<file path="src/rtl/display_pkg.sv">
// Shared 640x480 60 Hz timing constants and sync polarity type for the display pipeline.
package display_pkg;

  typedef enum logic {
    ACTIVE_LOW  = 1'b0,
    ACTIVE_HIGH = 1'b1
  } sync_pol_t;

  localparam int H_RES_480P   = 640;
  localparam int H_FP_480P    = 16;
  localparam int H_SYNC_480P  = 96;
  localparam int H_BP_480P    = 48;
  localparam int H_TOTAL_480P = H_RES_480P + H_FP_480P + H_SYNC_480P + H_BP_480P;

  localparam int V_RES_480P   = 480;
  localparam int V_FP_480P    = 10;
  localparam int V_SYNC_480P  = 2;
  localparam int V_BP_480P    = 33;
  localparam int V_TOTAL_480P = V_RES_480P + V_FP_480P + V_SYNC_480P + V_BP_480P;

endpackage

</file>
<file path="src/rtl/display_axis.sv">
// One timing axis: position counter with advance enable and wrap, plus sync-window and
// active-area decode taken from the next-state position so they line up with pos.
module display_axis
  import display_pkg::*;
#(
  parameter int        W    = 10,
  parameter int        RES  = H_RES_480P,
  parameter int        FP   = H_FP_480P,
  parameter int        SYNC = H_SYNC_480P,
  parameter int        BP   = H_BP_480P,
  parameter sync_pol_t POL  = ACTIVE_LOW
) (
  input  logic         clk_pix,
  input  logic         rst_pix_n,
  input  logic         en,
  output logic [W-1:0] pos,
  output logic         wrap,
  output logic         sync,
  output logic         active_next,
  output logic         zero_next
);

  localparam int TOTAL = RES + FP + SYNC + BP;

  localparam logic [W-1:0] LAST     = W'(TOTAL - 1);
  localparam logic [W-1:0] RES_W    = W'(RES);
  localparam logic [W-1:0] SYNC_BEG = W'(RES + FP);
  localparam logic [W-1:0] SYNC_END = W'(RES + FP + SYNC - 1);

  localparam logic SYNC_ON  = logic'(POL);
  localparam logic SYNC_OFF = ~logic'(POL);

  logic [W-1:0] pos_next;
  logic         sync_next;

  assign wrap = en && (pos == LAST);

  // NOTE: default assignment first so every path drives pos_next; no latch is inferred.
  always_comb begin
    pos_next = pos;
    if (en) pos_next = wrap ? '0 : pos + 1'b1;
  end

  assign active_next = (pos_next < RES_W);
  assign zero_next   = (pos_next == '0);
  assign sync_next   = ((pos_next >= SYNC_BEG) && (pos_next <= SYNC_END)) ? SYNC_ON : SYNC_OFF;

  // Reset parks the counter on its last value so the first enabled edge lands on 0.
  // NOTE: non-blocking assignments keep every flop sampling pre-edge values.
  always_ff @(posedge clk_pix) begin
    if (!rst_pix_n) begin
      pos  <= LAST;
      sync <= SYNC_OFF;
    end else begin
      pos  <= pos_next;
      sync <= sync_next;
    end
  end

endmodule

</file>
<file path="src/rtl/display_timings_480p.sv">
// 640x480 60 Hz display timing generator: position, syncs, data enable, line/frame strobes.
// Optional 16-bit frame counter enabled by defining DISPLAY_FRAME_COUNT_EN.
module display_timings_480p
  import display_pkg::*;
#(
  parameter int        CORDW  = 10,
  parameter int        H_RES  = H_RES_480P,
  parameter int        H_FP   = H_FP_480P,
  parameter int        H_SYNC = H_SYNC_480P,
  parameter int        H_BP   = H_BP_480P,
  parameter int        V_RES  = V_RES_480P,
  parameter int        V_FP   = V_FP_480P,
  parameter int        V_SYNC = V_SYNC_480P,
  parameter int        V_BP   = V_BP_480P,
  parameter sync_pol_t H_POL  = ACTIVE_LOW,
  parameter sync_pol_t V_POL  = ACTIVE_LOW
) (
  input  logic             clk_pix,
  input  logic             rst_pix_n,
  output logic [CORDW-1:0] sx,
  output logic [CORDW-1:0] sy,
  output logic             hsync,
  output logic             vsync,
  output logic             de,
  output logic             line,
  output logic             frame
`ifdef DISPLAY_FRAME_COUNT_EN
  ,
  output logic [15:0]      frame_cnt
`endif
);

  logic h_wrap;
  logic h_active_next;
  logic h_zero_next;
  logic v_wrap;
  logic v_active_next;
  logic v_zero_next;

  display_axis #(
    .W    (CORDW),
    .RES  (H_RES),
    .FP   (H_FP),
    .SYNC (H_SYNC),
    .BP   (H_BP),
    .POL  (H_POL)
  ) u_h_axis (
    .clk_pix     (clk_pix),
    .rst_pix_n   (rst_pix_n),
    .en          (1'b1),
    .pos         (sx),
    .wrap        (h_wrap),
    .sync        (hsync),
    .active_next (h_active_next),
    .zero_next   (h_zero_next)
  );

  // The vertical axis only moves on the horizontal wrap.
  display_axis #(
    .W    (CORDW),
    .RES  (V_RES),
    .FP   (V_FP),
    .SYNC (V_SYNC),
    .BP   (V_BP),
    .POL  (V_POL)
  ) u_v_axis (
    .clk_pix     (clk_pix),
    .rst_pix_n   (rst_pix_n),
    .en          (h_wrap),
    .pos         (sy),
    .wrap        (v_wrap),
    .sync        (vsync),
    .active_next (v_active_next),
    .zero_next   (v_zero_next)
  );

  logic frame_next;
  assign frame_next = h_zero_next && v_zero_next;

  always_ff @(posedge clk_pix) begin
    if (!rst_pix_n) begin
      de    <= 1'b0;
      line  <= 1'b0;
      frame <= 1'b0;
    end else begin
      de    <= h_active_next && v_active_next;
      line  <= h_zero_next;
      frame <= frame_next;
    end
  end

`ifdef DISPLAY_FRAME_COUNT_EN
  // Starts at all-ones so the first frame after reset reads 0; wraps freely.
  always_ff @(posedge clk_pix) begin
    if (!rst_pix_n)     frame_cnt <= 16'hFFFF;
    else if (frame_next) frame_cnt <= frame_cnt + 16'd1;
  end
`endif

  logic unused_v_wrap;
  assign unused_v_wrap = v_wrap;

endmodule
</file>
<file path="config.mk">
export PLATFORM = sky130hd
export DESIGN_NAME = display_timings_480p
export DESIGN_NICKNAME = d
export VERILOG_FILES = /design/src/rtl/display_pkg.sv /design/src/rtl/display_axis.sv /design/src/rtl/display_timings_480p.sv
export SDC_FILE = /design/constraint.sdc
export NUM_CORES = 1
export LEC_CHECK = 0
export ABC_AREA = 1
export BUFFER_PORTS_ARGS = -buffer_cell sky130_fd_sc_hd__buf_2
export CAP_MARGIN = 10
export CORE_MARGIN = 4
export CORE_UTILIZATION = 50
export DETAILED_ROUTE_END_ITERATION = 6
export PLACE_DENSITY = 0.79
export SLEW_MARGIN = 40
export SYNTH_ARGS = -nofsm -noshare
export SYNTH_HDL_FRONTEND = slang
export SYNTH_SLANG_ARGS = --single-unit
export TNS_END_PERCENT = 1
</file>
<file path="constraint.sdc">
create_clock -name clk_pix -period 1.6 [get_ports clk_pix]
set_input_delay 0.16 -clock clk_pix [delete_from_list [all_inputs] [get_ports clk_pix]]
set_output_delay 0.16 -clock clk_pix [all_outputs]
set_load 0.01 [all_outputs]
</file>
==> impl_metrics.toml <==
[status]
status = "finished, violations left"
violations = "negative setup slack"

[timing]
hold_viol = 0
rsz0062_at_grt = "true"
tightest_slew_ns = 0.4334
fin_crit_ns = 1.673
timing.final.ws_setup_ns = -0.07268
slew_viol_final = 0
setup_violations = 3
fin_skew_ns = 0.008968
fin_hold_ws_ns = 0.1108
period_share = 1.045
fin_tns_setup_ns = -0.1050
slew_headroom = 0.7108
fmax_mhz = 597.8

[yosys]
ys_seq_area_frac = 0.3170
synth-edff-count = 0
synth_top_flop_cell = "dfxtp_1"
synth_area_leaders = "dfxtp_1 32%, nand2_1 14%, inv_1 7.8%"
netlist_area_sq_um = 1579
syn_area_per_cell_sq_um = 6.691
synth_cells = 236
ys_seq_elements = 25
synth_nets = 242
synth_common_cells = "60 x nand2_1, 33 x inv_1, 32 x nor2_1"
synth.top_cell.area_share = 0.3170
synth.distinct_cells = 22
ys.warnings.count = 0
yosysMostFrequentCell = "nand2_1"
synth_top_cell_by_area = "dfxtp_1"
ys_async_sr_fraction = 0

[routing]
drc_errors = 0
drt_iter0_drc = 99
vias_per_cell = 5.015
drt-pass1-iter-count = 4
routed_wl_um = 4003
via_count = 1620
wire_per_inst_um = 12.39
ant_nets = 0

[global_route]
grt-ovfl-total = 0
grt_max_degree = 14
grt_pass1_wl_um = 6244
antenna_found_initial = 0
track_usage = 0.1911
grt_pass1_vias = 1438

[floorplan]
initial_core_util = 0.5215
ios = 27
die_x_um = 64.20
dieArea_sq_um = 4121
core_sq_um = 3028
rows = 20
die_h_um = 64.20

[layout]
post-route-util = 0.6826
n_antenna_cell = 0
area_growth_pct = 30.90
drive_gt1_frac = 0.4050
finish.net_count = 286

[worst_setup_path]
cp_common_cell = "nor2_4"
r2r_start = "u_h_axis.pos[6]"
required_ns = 1.81
crit_buf_inv = 2
cp.arrival_ns = 1.89
cp_slowest_cell = "dfxtp_4"
cp-startpoint = "u_h_axis.pos[6]"
r2r_setup_slack_ns = -0.07
r2r_cells = 9
critPathMaxStageDelay_ns = 0.39
path_class = "flop to flop"
crit_end = "u_v_axis.sync"
cp_cell_sequence = "nor2_4 > inv_2 > nor2_4 > buf_6 > nand4_1 > nand3_4 > nand2_4 > nor3_4 > nand3_1"
cp-start-kind = "flop"
endpoint_kind = "flop"
cp_num_cells = 9
path_delay_family = "simple AND/OR/NAND/NOR gates"
worst_r2r_endpoint = "u_v_axis.sync"
critPathMaxFanout = 4

[placed_design]
post-place-ws_ns = -0.1465
numPortBuffers = 26
dp_hpwl_um = 2941
place_congestion = 0.8767

[pwr]
p_seq_frac = 0.270
ir_drop_mv = 1.155
p_per_area_nw_per_um2 = 1800
leakage_nw = 1.067
p_clk_frac = 0.076
switching_share = 0.5102
comb_power_share = 0.655
p_sw_w = 0.001898
p_int_w = 0.001823

[cts]
cts_tree = "built"
clockRootBuffer = "clkbuf_4"
cts.sinks = 25
clock_latency_ns = 0.32
cts_buffers = 3
cts_buffer_depth = 2
clkTransAtPathRegs_ns = 0.13
h-tree-depth = 1

[min_path]
worstHoldStart = "rst_pix_n"
worstHoldPathCells = 2
hp-class = "input pin to flop"

[flow_run]
drv_cap = 0
[layer usage]
layer	share of wire	GRT usage	routed length, um	vias up
met4	0.016	0.07916	65	0
li1	-	-	-	826
met5	0	0	0	-
met3	0.054	0.02109	215	7
met2	0.49	0.3290	1961	52
met1	0.44	0.2404	1760	735
[power by group through the flow]
stage               sequential (W)  combinational, W  clock (W)
floorplan                  0.00103           0.00134          0
global placement          0.000970           0.00191          0
detailed placement        0.000970           0.00195          0
CTS                       0.000963           0.00206   0.000289
global route               0.00103           0.00265   0.000309
finish                     0.00100           0.00244   0.000281
[registers in the layout (all words and copies together), names as in the netlist]
register       flops
u_v_axis.pos      10
line               1
u_v_axis.sync      1
de                 1
u_h_axis.sync      1
u_h_axis.pos      10
frame              1
[cells in the final DEF (no fill, tap or decap), types with 3 or more instances in the layout]
cell type,Yosys,routed
nand2_1,60,53
inv_1,33,30
nor2_1,32,26
buf_2,0,26
nand3_1,24,19
dfxtp_1,25,13
buf_4,0,13
dfxtp_2,0,11
nor2_2,6,10
nand3_2,6,9
nand2_2,5,9
nor2_4,6,8
o21ai_0,9,7
nand4_1,7,7
inv_2,2,5
nand2_4,3,5
clkbuf_4,0,3
[through the flow]
step / instance area (sq um) / cells / power, W
floorplan: 1584 / 236 / 0.002373
global placement: 1837 / 314 / 0.002879
detailed placement: 1837 / 314 / 0.002915
CTS: 1908 / 321 / 0.003309
global route: 2067 / 323 / 0.003990
finish: 2067 / 323 / 0.003721
[worst min-delay path by stage]
stage                           end
floorplan           u_v_axis.pos[9]
global placement    u_h_axis.pos[3]
detailed placement  u_h_axis.pos[1]
CTS                 u_h_axis.pos[1]
global route        u_v_axis.pos[2]
finish              u_h_axis.pos[3]
[worst reg2reg max path, stage by stage (launching register included)]
cell and delay, ns:
dfxtp_4 0.39, nor2_4 0.19, inv_2 0.07, nor2_4 0.18, buf_6 0.12, nand4_1 0.13, nand3_4 0.15, nand2_4 0.06
nor3_4 0.18, nand3_1 0.09
[layout make-up]
| class | instances | area, sq um |
|---|---|---|
| sequential | 25 | 518.0 |
| fill | 263 | 960.9 |
| timing repair buffer | 41 | 250.2 |
| clock buffer | 4 | 26.28 |
| multi-input combinational | 173 | 1080 |
| inverter | 36 | 137.6 |
| tap | 44 | 55.05 |
[cell families (layout without fill, tap and decap cells)]
| group | after synthesis | count (layout) | share of synthesized area |
|---|---|---|---|
| AOI/OAI and AO/OA | 12 | 12 | 0.03962 |
| xor gates and xnor gates | 1 | 1 | 0.005548 |
| adders and majority gates | 4 | 4 | 0.03170 |
| buffers and inverters | 38 | 81 | 0.09192 |
| DFF | 25 | 25 | 0.3170 |
| and+or+nand+nor | 156 | 156 | 0.5143 |
[repair_timing]
item | 4_1_cts | 5_1_grt
gates resized for setup | 5 | 45
pin swaps | 5 | 17
endpoints found under the setup margin | 5 | 5
hold buffers | 0 | 0
buffers inserted | 3 | 2
No activity file was read; power rests on OpenSTA's default activity.
